<file path="config.mk">
export PLATFORM = sky130hd
export DESIGN_NAME = ifetch_unit
export DESIGN_NICKNAME = d
export VERILOG_FILES = /design/src/rtl/ifetch_unit.sv
export SDC_FILE = /design/constraint.sdc
export NUM_CORES = 1
export LEC_CHECK = 0
export CAP_MARGIN = 20
export CELL_PAD_IN_SITES_DETAIL_PLACEMENT = 1
export CELL_PAD_IN_SITES_GLOBAL_PLACEMENT = 1
export CORE_ASPECT_RATIO = 0.5
export CORE_MARGIN = 2
export CORE_UTILIZATION = 31
export CTS_CLUSTER_DIAMETER = 80
export DETAILED_ROUTE_END_ITERATION = 16
export GPL_TIMING_DRIVEN = 0
export PLACE_DENSITY = 0.87
export SYNTH_ARGS = -nofsm -noshare
export SYNTH_HDL_FRONTEND = slang
export SYNTH_SLANG_ARGS = --single-unit
export TNS_END_PERCENT = 100
</file>
<file path="constraint.sdc">
create_clock -name clk -period 2.11 [get_ports clk]
set_clock_uncertainty 0.1 [all_clocks]
set_input_delay 0.422 -clock clk [delete_from_list [all_inputs] [get_ports clk]]
set_output_delay 0.422 -clock clk [all_outputs]
set_load 0.01 [all_outputs]
</file>
<file path="src/rtl/ifetch_unit.sv">
// Instruction fetch stage: runs the imem req/ack handshake for the PC stage,
// holds the fetched word until decode takes it, and latches fetch faults.
module ifetch_unit #(
    parameter logic [31:0] RESET_IR = 32'h0000_0000,
    parameter int unsigned TIMEOUT  = 16
) (
    input  logic        clk,
    input  logic        rst,
    input  logic [31:0] pc_in,
    input  logic        fetch_en,
    input  logic        flush,
    output logic        stall,
    output logic        imem_req,
    output logic [31:0] imem_addr,
    input  logic        imem_ack,
    input  logic [31:0] imem_rdata,
    output logic [31:0] ir,
    output logic [31:0] ir_pc,
    output logic        ir_valid,
    input  logic        ir_ready,
    output logic        fault,
    output logic [1:0]  fault_code,
    output logic [31:0] fault_addr
);

    typedef enum logic [1:0] {IDLE, REQ, HOLD, FAULT} state_e;

    localparam int unsigned CW = $clog2(TIMEOUT) + 1;
    localparam logic [CW-1:0] CNT_LAST = CW'(TIMEOUT - 1);

    state_e        state_q, state_d;
    logic          req_q, req_d;
    logic [31:0]   addr_q, addr_d;
    logic [31:0]   ir_q, ir_d;
    logic [31:0]   ir_pc_q, ir_pc_d;
    logic          ir_valid_q, ir_valid_d;
    logic          fault_q, fault_d;
    logic [1:0]    code_q, code_d;
    logic [31:0]   faddr_q, faddr_d;
    logic          drop_q, drop_d;
    logic [CW-1:0] cnt_q, cnt_d;
    logic          launch;

    always_comb begin
        state_d    = state_q;
        req_d      = req_q;
        addr_d     = addr_q;
        ir_d       = ir_q;
        ir_pc_d    = ir_pc_q;
        ir_valid_d = ir_valid_q;
        fault_d    = fault_q;
        code_d     = code_q;
        faddr_d    = faddr_q;
        drop_d     = drop_q;
        cnt_d      = cnt_q;
        launch     = 1'b0;
        stall      = 1'b1;
        unique case (state_q)
            IDLE: begin
                stall  = 1'b0;
                launch = fetch_en & ~flush;
            end
            REQ: begin
                if (imem_ack) begin
                    req_d  = 1'b0;
                    drop_d = 1'b0;
                    if (drop_q | flush) begin
                        state_d = IDLE;
                    end else begin
                        ir_d       = imem_rdata;
                        ir_pc_d    = addr_q;
                        ir_valid_d = 1'b1;
                        state_d    = HOLD;
                    end
                end else if (cnt_q == CNT_LAST) begin
                    req_d   = 1'b0;
                    state_d = FAULT;
                    fault_d = 1'b1;
                    code_d  = 2'b10;
                    faddr_d = addr_q;
                end else begin
                    cnt_d  = cnt_q + CW'(1);
                    drop_d = drop_q | flush;
                end
            end
            HOLD: begin
                if (flush) begin
                    ir_valid_d = 1'b0;
                    state_d    = IDLE;
                end else if (ir_ready) begin
                    stall      = 1'b0;
                    ir_valid_d = 1'b0;
                    state_d    = IDLE;
                    launch     = fetch_en;
                end
            end
            FAULT: begin
            end
        endcase
        // Shared by IDLE and the back-to-back path out of HOLD
        if (launch) begin
            if (pc_in[1:0] != 2'b00) begin
                state_d = FAULT;
                fault_d = 1'b1;
                code_d  = 2'b01;
                faddr_d = pc_in;
            end else begin
                state_d = REQ;
                req_d   = 1'b1;
                addr_d  = pc_in;
                cnt_d   = '0;
                drop_d  = 1'b0;
            end
        end
    end

    always_ff @(posedge clk) begin
        if (rst) begin
            state_q    <= IDLE;
            req_q      <= 1'b0;
            addr_q     <= '0;
            ir_q       <= RESET_IR;
            ir_pc_q    <= '0;
            ir_valid_q <= 1'b0;
            fault_q    <= 1'b0;
            code_q     <= 2'b00;
            faddr_q    <= '0;
            drop_q     <= 1'b0;
            cnt_q      <= '0;
        end else begin
            state_q    <= state_d;
            req_q      <= req_d;
            addr_q     <= addr_d;
            ir_q       <= ir_d;
            ir_pc_q    <= ir_pc_d;
            ir_valid_q <= ir_valid_d;
            fault_q    <= fault_d;
            code_q     <= code_d;
            faddr_q    <= faddr_d;
            drop_q     <= drop_d;
            cnt_q      <= cnt_d;
        end
    end

    assign imem_req   = req_q;
    assign imem_addr  = addr_q;
    assign ir         = ir_q;
    assign ir_pc      = ir_pc_q;
    assign ir_valid   = ir_valid_q;
    assign fault      = fault_q;
    assign fault_code = code_q;
    assign fault_addr = faddr_q;

endmodule
</file>
# ---- Word-level counts from Yosys, hierarchy flattened
# Cells that the tools add are included.
dict set report op_classes {
  n_eq_ne 8
  n_mux 49
  addsub 1
  n_bitwise 5
  n_reduce_logical 8
}
# operator count
set ops {}
lappend ops {{32-bit 2-to-1 mux} 5}
lappend ops {{5-bit 2-to-1 mux} 5}
lappend ops {{2-bit 2-to-1 mux} 12}
lappend ops {{1-bit 2-to-1 mux} 23}
lappend ops {{4-bit inequality test (second input constant)} 2}
lappend ops {{1-bit case mux with 2 select lines} 3}
lappend ops {{3-bit AND reduction} 2}
lappend ops {{5-bit by 1-bit adder with 5-bit output (second input constant)} 1}
lappend ops {{5-bit by 4-bit == test with 1-bit output (second input constant)} 1}
lappend ops {{2-bit inequality test (second input constant)} 2}
lappend ops {{2-bit case mux with 2 select lines} 1}
lappend ops {{4-bit AND reduction} 1}
lappend ops {{2-bit nonzero test} 2}
lappend ops {{3-bit inequality test (second input constant)} 1}
lappend ops {{1-bit NOT} 3}
lappend ops {{3-bit nonzero test} 1}
lappend ops {{2-bit by 1-bit == test with 1-bit output (second input constant)} 1}
lappend ops {{2-bit == test (second input constant)} 1}
lappend ops {{2-bit zero test} 1}
lappend ops {{2-bit AND reduction} 1}
lappend ops {{1-bit AND} 1}
lappend ops {{1-bit OR} 1}
dict set report word_totals {
  word_cells 82
  ff_bits 141
  inputBits 70
  output_inout_bits 134
}

# ---- Longest topological paths before layout
# Gate-level depths: netlist (run 1).
dict set report depth {
  word_depth 6
  mapped_depth 7
}

# ---- Worst setup path after synthesis (run 1)
# Ideal clock, no wire load.
dict set report synth_path {
  kind {register to register}
  from {register cnt_q[0]}
  to {register faddr_q[15], in the netlist fault_addr[15]}
  slack_ns 0.458
  stages_incl_launch_ff 7
  t_required_ns 1.919
  path_buffers 1
  arrival_ns 1.461
  setup_time_ns 0.091
  cell_sequence {dfxtp_1 ha_1 and4b_1 nand2_1 clkbuf_1 nand2_1 a311oi_1}
}
dict set report synth_via {
  elab_chain_cells 6
}
# item line_no
set synth_lines {}
lappend synth_lines {{start, declared} 41} ;# logic [CW-1:0] cnt_q, cnt_d;
lappend synth_lines {{start signal, assigned} 141} ;# cnt_q <= cnt_d;
lappend synth_lines {{5-bit by 4-bit == test with 1-bit output (*)} 75} ;# end else if (cnt_q == CNT_LAST) begin
lappend synth_lines {{32-bit 2-to-1 mux (*)} 75}
lappend synth_lines {{32-bit 2-to-1 mux (*)} 64} ;# if (imem_ack) begin
lappend synth_lines {{32-bit 2-to-1 mux (*)} 58} ;# unique case (state_q)
lappend synth_lines {{32-bit 2-to-1 mux} 102} ;# if (pc_in[1:0] != 2'b00) begin
lappend synth_lines {{32-bit 2-to-1 mux (*)} 101} ;# if (launch) begin
lappend synth_lines {{end signal, assigned} 139} ;# faddr_q <= faddr_d;
lappend synth_lines {{end, declared} 39} ;# logic [31:0] faddr_q, faddr_d;
# Every way passes the cells marked *; elsewhere a longest branch is shown, timed or not.
# A chain may end at the register's enable or synchronous reset.

# ---- Worst setup path after layout (run 1)
dict set report layout_path {
  from {input port fetch_en}
  to {register addr_q[24], in the netlist imem_addr[24]}
}
dict set report layout_via {
  elab_chain_cells 4
  word_cells_on_any_way 5
}
# item line_no
set layout_lines {}
lappend layout_lines {{start, declared} 10} ;# input logic fetch_en,
lappend layout_lines {{1-bit 2-to-1 mux} 90} ;# end else if (ir_ready) begin
lappend layout_lines {{1-bit 2-to-1 mux} 87} ;# if (flush) begin
lappend layout_lines {{1-bit case mux with 2 select lines (*)} 58}
lappend layout_lines {{2-bit AND reduction (no line) (*)} --}
lappend layout_lines {{end signal, assigned} 133} ;# addr_q <= addr_d;
lappend layout_lines {{end, declared} 33} ;# logic [31:0] addr_q, addr_d;
# Marks and branches as above.

==> results.tsv, run 1 <==
stage	metric	value	unit
placed_design	number of buffers added on ports	202	
placed_design	Placer Congestion	0.8039	
finish	antenna cells	0	
global_routing	largest net degree at the start of global routing	17	
worst_setup_path	worst-path fanout max	10	
finish	layout cells sized above 1	0.07087	
worst_setup_path	critical path class	in2reg	
sta	fin crit share	0.9530	
worst_setup_path	crit path DAT	2.25	ns
routing	routed vias/inst	4.927	
sta	max-slew violations	0	
routing	1st-iter DRT viols	233	
clock_network	Clock Latency Late Sink	0.42	ns
clock_network	CTS sink cnt	141	
global_routing	first-pass GRT wire length	31140	um
power	power per cell area	800.3	nW/um2
sta	headroom to the max-slew limit	0.5300	
worst_setup_path	crit-path cells	clkdlybuf4s50_1 -> nor3b_2 -> and3_1 -> clkbuf_1 -> buf_2 -> nand2_1 -> a21oi_1	
clock_network	clock buffer count from CTS	17	
synth	syn_nets	738	
worst_setup_path	Max stage delay cell, worst path	clkdlybuf4s50_1	
die	die area	18140	um2
min_path	worst hold path type	reg2reg	
sta	Max Clk Rate	0.4973	GHz
power	total power	0.006605	W
clock_network	CTS root buf	clkbuf_16	
routing	drt first pass iters	4	
clock_network	CTS tree	built	
placed_design	dpl cell area	7581	um2
finish	synth-to-layout area growth	56.45	%
sta	final hold vios	0	
finish	post-route cell area	8253	um2
worst_setup_path	crit path launch type	primary input	
worst_setup_path	slowest stage delay, CP	0.48	ns
routing	antenna viol nets, final	0	
flow_run	max cap viols	0	
placed_design	Final HPWL DP	14840	um
synth	Syn Inst Count	667	
clock_network	Clock Pin Slew Worst Setup and Hold Paths	0.06	ns
die	DIE WIDTH	188.5	um
sta	Final Setup Violations	0	
finish	utilization after layout	0.4997	
synth	Post-Syn Area	5275	um2
worst_setup_path	required time of the critical path	2.35	ns
finish	Fill cells	1975	
global_routing	total global routing overflow	0	
finish	Final #Nets	961	
power	Worst VDD drop	0.5590	mV
power	Leakage	2.811	nW
global_routing	All-Layer GR Usage	0.2232	
global_routing	vias in the first global route	5789	
synth	average size of a mapped cell	7.909	um2
synth	Seq cells post-synth	141	
die	row count	33	
routing	via count	5568	
synth	register area share after synthesis	0.5351	
synth	Syn. warnings	0	
routing	Post-Route WL	20340	um
status	outcome	finished, final reports clean	
synth	Unique masters post-synth	32	
routing	DRC	0	
die	die height	96.24	um
global_routing	initial antenna violation count	0	
clock_network	# H-tree levels	4	
clock_network	post-cts hold buffer count	0	
worst_setup_path	endpoint class of the critical path	flip-flop	
die	core area	16520	um2
sta	Final min period	2.011	ns
sta	worst-margin pin slew	0.7050	ns
clock_network	Clock Path Buffers	2	
die	I/O pin count	204	
die	initial core utilization	0.3194	
routing	WL/cell	18.00	um
-- worst paths after layout --
kind,slack (ns),depth (start not counted),end,startpoint
max,0.1,7,imem_addr[24]$_SDFFE_PP0P_,fetch_en
min,0.35,2,ir_pc[30]$_SDFFE_PP0P_,ir_pc[30]$_SDFFE_PP0P_
max reg2reg,0.11,7,imem_addr[24]$_SDFFE_PP0P_,state_q[0]$_SDFFE_PP0P_
min reg2reg,0.35,2,ir_pc[30]$_SDFFE_PP0P_,ir_pc[30]$_SDFFE_PP0P_
-- flip-flops by register name, indices dropped and copies added (netlist names) --
name        flops
cnt_q           5
fault_code      2
drop_q          1
ir_valid        1
ir_pc          32
fault           1
fault_addr     32
imem_req        1
state_q         2
imem_addr      32
ir             32
-- logic make-up after synthesis --
family,Yosys count,share of synthesized area
AND/OR/NAND/NOR,329,0.2531
AO/OA/AOI/OAI,141,0.1575
flip-flops,141,0.5351
buffers and inverters,52,0.04649
XOR/XNOR,2,0.003321
multiplexers,1,0.002135
adder cells (fa/ha/maj),1,0.002372
-- area by class of cell --
| cell class | count | area, um2 | share of cell area |
|---|---|---|---|
| flip-flops and latches | 141 | 2823 | 0.3420 |
| multi-input cells | 474 | 2227 | 0.2699 |
| repair buffers | 204 | 2037 | 0.2468 |
| clock buffers | 19 | 432.9 | 0.05246 |
| well taps | 227 | 284.0 | 0.03441 |
| plain buffers | 51 | 255.2 | 0.03093 |
| clock inverters | 13 | 190.2 | 0.02304 |
| inverters | 1 | 3.754 | 0.0004548 |
-- power breakdown --
part	total (W)	switching, W	internal (W)
logic	0.000608	0.000299	0.000309
registers	0.00278	0.0000488	0.00274
clock network	0.00321	0.00122	0.00199
-- synthesized netlist by cell type (all sizes together) --
master	n	area [um2]
and4b	1	10.01
and3	2	12.51
o21ai	3	15.01
nor2	40	150.1
nor3b	4	46.29
nand2b	4	25.02
clkbuf	30	112.6
a21oi	103	515.5
xor2	2	17.52
and4	1	8.760
dfxtp	141	2823
o22ai	1	6.260
ha	1	12.51
nand4	2	12.51
nand2	258	968.4
mux2	1	11.26
nand3b	2	15.01
inv	1	3.750
buf	21	128.9
and2	3	18.77
a21o	1	7.510
nor3	3	15.01
nand3	5	25.02
a311oi	32	280.3
a31oi	1	6.260
nor2b	3	18.77
nand4b	1	8.760
-- critical path: cells and delay by family --
kind	cells	cell delay (ns)
and+or+nand+nor	3	0.64
buffers and inverters	3	1.05
AOI/OAI and AO/OA	1	0.13
-- stage by stage --
stage / hold slack [ns] / cells / TNS (ns) / setup WS, ns
floorplan: 0.3537 / 667 / 0 / 0.4580
global placement: 0.3420 / 1096 / -41.34 / -0.4710
detailed placement: 0.3487 / 1096 / -48.21 / -0.5673
CTS: 0.3577 / 1128 / 0 / 0.05400
global route: 0.3816 / 1130 / -0.02762 / -0.01784
finish: 0.3542 / 1130 / 0 / 0.09927
-- per-layer routing --
metal / up-vias / share of wire / global-route usage
met5: - / 0 / 0
met2: 143 / 0.51 / 0.4010
met3: 32 / 0.043 / 0.04156
li1: 2668 / - / -
met4: 0 / 0.020 / 0.09831
met1: 2725 / 0.43 / 0.2655
-- timing repair --
action | 4_1_cts | 5_1_grt
pin swaps | 0 | 1
setup endpoints to repair | 30 | 79
buffers inserted | 0 | 2
gates resized for setup | 8 | 11
-- placed cells by master, fill, tap and decap left out, drive strengths merged, types with 3 or more instances in the layout --
cell type	count
nor2	40
a311oi	32
o21ai	3
nor3b	4
a21oi	103
buf	22
clkbuf	50
nand2	258
bufinv	4
nand3	5
nor2b	3
clkinvlp	4
clkdlybuf4s50	199
inv	3
and2	3
clkinv	3
nand2b	4
nor3	3
dfxtp	141
Note: power is estimated with default switching activity, not from simulation.
==> run 2: changes to the inputs <==
--- a/config.mk
+++ b/config.mk
@@ -10,11 +10,12 @@
 export CELL_PAD_IN_SITES_GLOBAL_PLACEMENT = 1
 export CORE_ASPECT_RATIO = 0.5
 export CORE_MARGIN = 2
-export CORE_UTILIZATION = 31
+export CORE_UTILIZATION = 44
 export CTS_CLUSTER_DIAMETER = 80
 export DETAILED_ROUTE_END_ITERATION = 16
+export DONT_BUFFER_PORTS = 1
 export GPL_TIMING_DRIVEN = 0
-export PLACE_DENSITY = 0.87
+export PLACE_DENSITY = 0.85
 export SYNTH_ARGS = -nofsm -noshare
 export SYNTH_HDL_FRONTEND = slang
 export SYNTH_SLANG_ARGS = --single-unit
==> run 2 against run 1 <==
Effect of this change: via count fell by 14%; fmax rose by 0.66%; register-to-register slack about the same; highest routed layer unchanged.
==> results.tsv, run 2 (synthesized netlist as in run 1, its figures left out) <==
stage	metric	value	unit	change
die	die area	12930	um2	-29%
finish	antenna cells	0		unchanged
sta	Final min period	1.998	ns	-0.01319 ns
finish	Seq. cell area	2823	um2	unchanged
worst_setup_path	critical path class	reg2reg		
worst_setup_path	reg2reg end	fault_addr[7]$_SDFF_PP0_		
clock_network	Clock Path Buffers	2		unchanged
worst_setup_path	Worst path most repeated cell	nand2_1		
sta	final hold vios	0		unchanged
clock_network	Clock Latency Late Sink	0.41	ns	about the same
power	Worst VDD drop	0.5291	mV	-5.4%
clock_network	post-cts hold buffer count	0		unchanged
worst_setup_path	Reg2Reg Setup Slack	0.11	ns	about the same
finish	Final #Nets	757		-21%
routing	1st-iter DRT viols	315		+35%
sta	fin crit share	0.9467		-0.006249
die	I/O pin count	204		unchanged
power	total power	0.006091	W	-7.8%
worst_setup_path	r2r startpoint	cnt_q[0]$_SDFF_PP0_		
power	Leakage	2.048	nW	-27%
global_routing	vias in the first global route	4833		-17%
worst_setup_path	reg2reg path depth	6		-1
placed_design	Placer Congestion	0.8380		+4.2%
global_routing	largest net degree at the start of global routing	17		unchanged
sta	max-slew violations	0		unchanged
worst_setup_path	cell family contributing the most delay on the critical path	simple AND/OR/NAND/NOR gates		
finish	most common cell after layout, fill and taps aside	nand2_1		
clock_network	CTS root buf	clkbuf_16		
global_routing	All-Layer GR Usage	0.2604		+0.03726
worst_setup_path	Buf/Inv on CP	1		-2
sta	headroom to the max-slew limit	0.5189		-0.01109
finish	Multi-input gate area	2217	um2	-0.45%
min_path	hold path startpoint	pc_in[8]		
routing	drt first pass iters	4		unchanged
worst_setup_path	required time of the critical path	2.32	ns	-0.03 ns
finish	layout cells sized above 1	0.08584		+0.01496
global_routing	initial antenna violation count	0		unchanged
worst_setup_path	crit path launch type	flip-flop		
clock_network	CTS sink cnt	141		unchanged
worst_setup_path	endpoint class of the critical path	flip-flop		
die	core area	11740	um2	-29%
flow_run	max cap viols	0		unchanged
placed_design	number of buffers added on ports	0		-100%
worst_setup_path	Max stage delay cell, worst path	dfxtp_1		
routing	WL/cell	19.75	um	+9.7%
die	die height	81.43	um	-15%
routing	Post-Route WL	17070	um	-16%
sta	Final Setup Violations	0		unchanged
routing	antenna viol nets, final	0		unchanged
worst_setup_path	crit path DAT	2.21	ns	-0.04 ns
die	row count	28		-15%
routing	via count	4761		-14%
clock_network	clock buffer count from CTS	17		unchanged
clock_network	Clock Pin Slew Worst Setup and Hold Paths	0.06	ns	about the same
status	outcome	finished, final reports clean		
finish	most frequent cells in the layout	nand2_1, dfxtp_1, a21oi_1, nor2_1, a311oi_1		
worst_setup_path	CP Launch Point	cnt_q[0]$_SDFF_PP0_		
routing	DRC	0		unchanged
die	initial core utilization	0.4495		+0.1301
routing	routed vias/inst	5.510		+12%
clock_network	CTS tree	built		
die	DIE WIDTH	158.8	um	-16%
sta	worst-margin pin slew	0.7217	ns	+0.01664 ns
sta	Max Clk Rate	0.5006	GHz	+0.66%
global_routing	total global routing overflow	0		unchanged
worst_setup_path	Crit. path cell count	6		-1
sta	setup TNS	0	ns	unchanged
worst_setup_path	crit-path cells	ha_1 -> and4b_1 -> nand2_1 -> clkbuf_2 -> nand2_1 -> a311oi_1		
worst_setup_path	worst-path fanout max	10		unchanged
clock_network	# H-tree levels	4		unchanged
clock_network	Post-CTS Setup Inserts	0		unchanged
finish	Fill cells	1447		-27%
finish	synth-to-layout area growth	15.35	%	
worst_setup_path	Setup crit end	fault_addr[7]$_SDFF_PP0_		
min_path	worst hold path type	in2reg		
placed_design	Final HPWL DP	12120	um	-18%
worst_setup_path	slowest stage delay, CP	0.35	ns	-0.13 ns
power	power per cell area	1001	nW/um2	+25%
global_routing	first-pass GRT wire length	26010	um	-16%
-- run 2: worst min path at each step --
stage	endpoint	slack, ns	depth (start not counted)
CTS	ir[25]$_SDFFE_PP0P_	0.02	2
floorplan	cnt_q[1]$_SDFF_PP0_	0.35	2
detailed placement	cnt_q[1]$_SDFF_PP0_	0.39	2
global route	ir[21]$_SDFFE_PP0P_	0.02	2
global placement	cnt_q[1]$_SDFF_PP0_	0.37	2
finish	imem_addr[8]$_SDFFE_PP0P_	0.03	2
-- run 2: what timing repair did --
action,in CTS,in global routing
endpoints found under the setup margin,11,77
resized for setup,3,8
hold endpoints to repair,0,0
cloned,0,0
-- run 2: final cells by class --
cell class	instances	area share
flip-flops and latches	141	0.4639
well taps	165	0.03393
plain buffers	51	0.04133
clock inverters	14	0.02365
inverters	1	0.0006169
multi-input cells	474	0.3644
clock buffers	18	0.07218
-- run 2: worst register-to-register path, cell delays in order, from the launching register on --
cell      delay, ns
dfxtp_1        0.35
ha_1           0.27
and4b_1        0.23
nand2_1        0.26
clkbuf_2       0.31
nand2_1        0.09
a311oi_1       0.29
-- run 2: metrics by stage --
step           hold slack [ns]  instance area [um2]  cells    util  worst slack, ns
2_1_floorplan           0.3537                 5275    667       -           0.4580
3_3_place_gp            0.3691                 5482    832  0.4671          -0.1698
3_5_place_dp            0.3896                 5482    832  0.4671          -0.1903
4_1_cts                0.02471                 6068    864  0.5171         0.001956
5_1_grt                0.02397                 6085    864  0.5184         -0.01235
6_report               0.03097                 6085    864  0.5184           0.1125
-- run 2: power by group --
group          switching, W  total (W)  internal (W)
Sequential        0.0000940    0.00283       0.00274
Combinational      0.000191   0.000279     0.0000883
Clock               0.00121    0.00298       0.00177
Total               0.00149    0.00609       0.00460
-- run 2: metal layers --
metal | part of all wire | wire, um | GRT usage
met1 | 0.41 | 7048 | 0.3142
met3 | 0.10 | 1737 | 0.1071
met4 | 0.015 | 264 | 0.09174
met5 | 0 | 0 | 0
met2 | 0.47 | 8014 | 0.4288
==> run 3: changes to the inputs <==
--- a/config.mk
+++ b/config.mk
@@ -5,7 +5,7 @@
 export SDC_FILE = /design/constraint.sdc
 export NUM_CORES = 1
 export LEC_CHECK = 0
-export CAP_MARGIN = 20
+export CAP_MARGIN = 5
 export CELL_PAD_IN_SITES_DETAIL_PLACEMENT = 1
 export CELL_PAD_IN_SITES_GLOBAL_PLACEMENT = 1
 export CORE_ASPECT_RATIO = 0.5
==> results of run 3 <==
Final layout, timing and power as in run 2 (identical DEF).
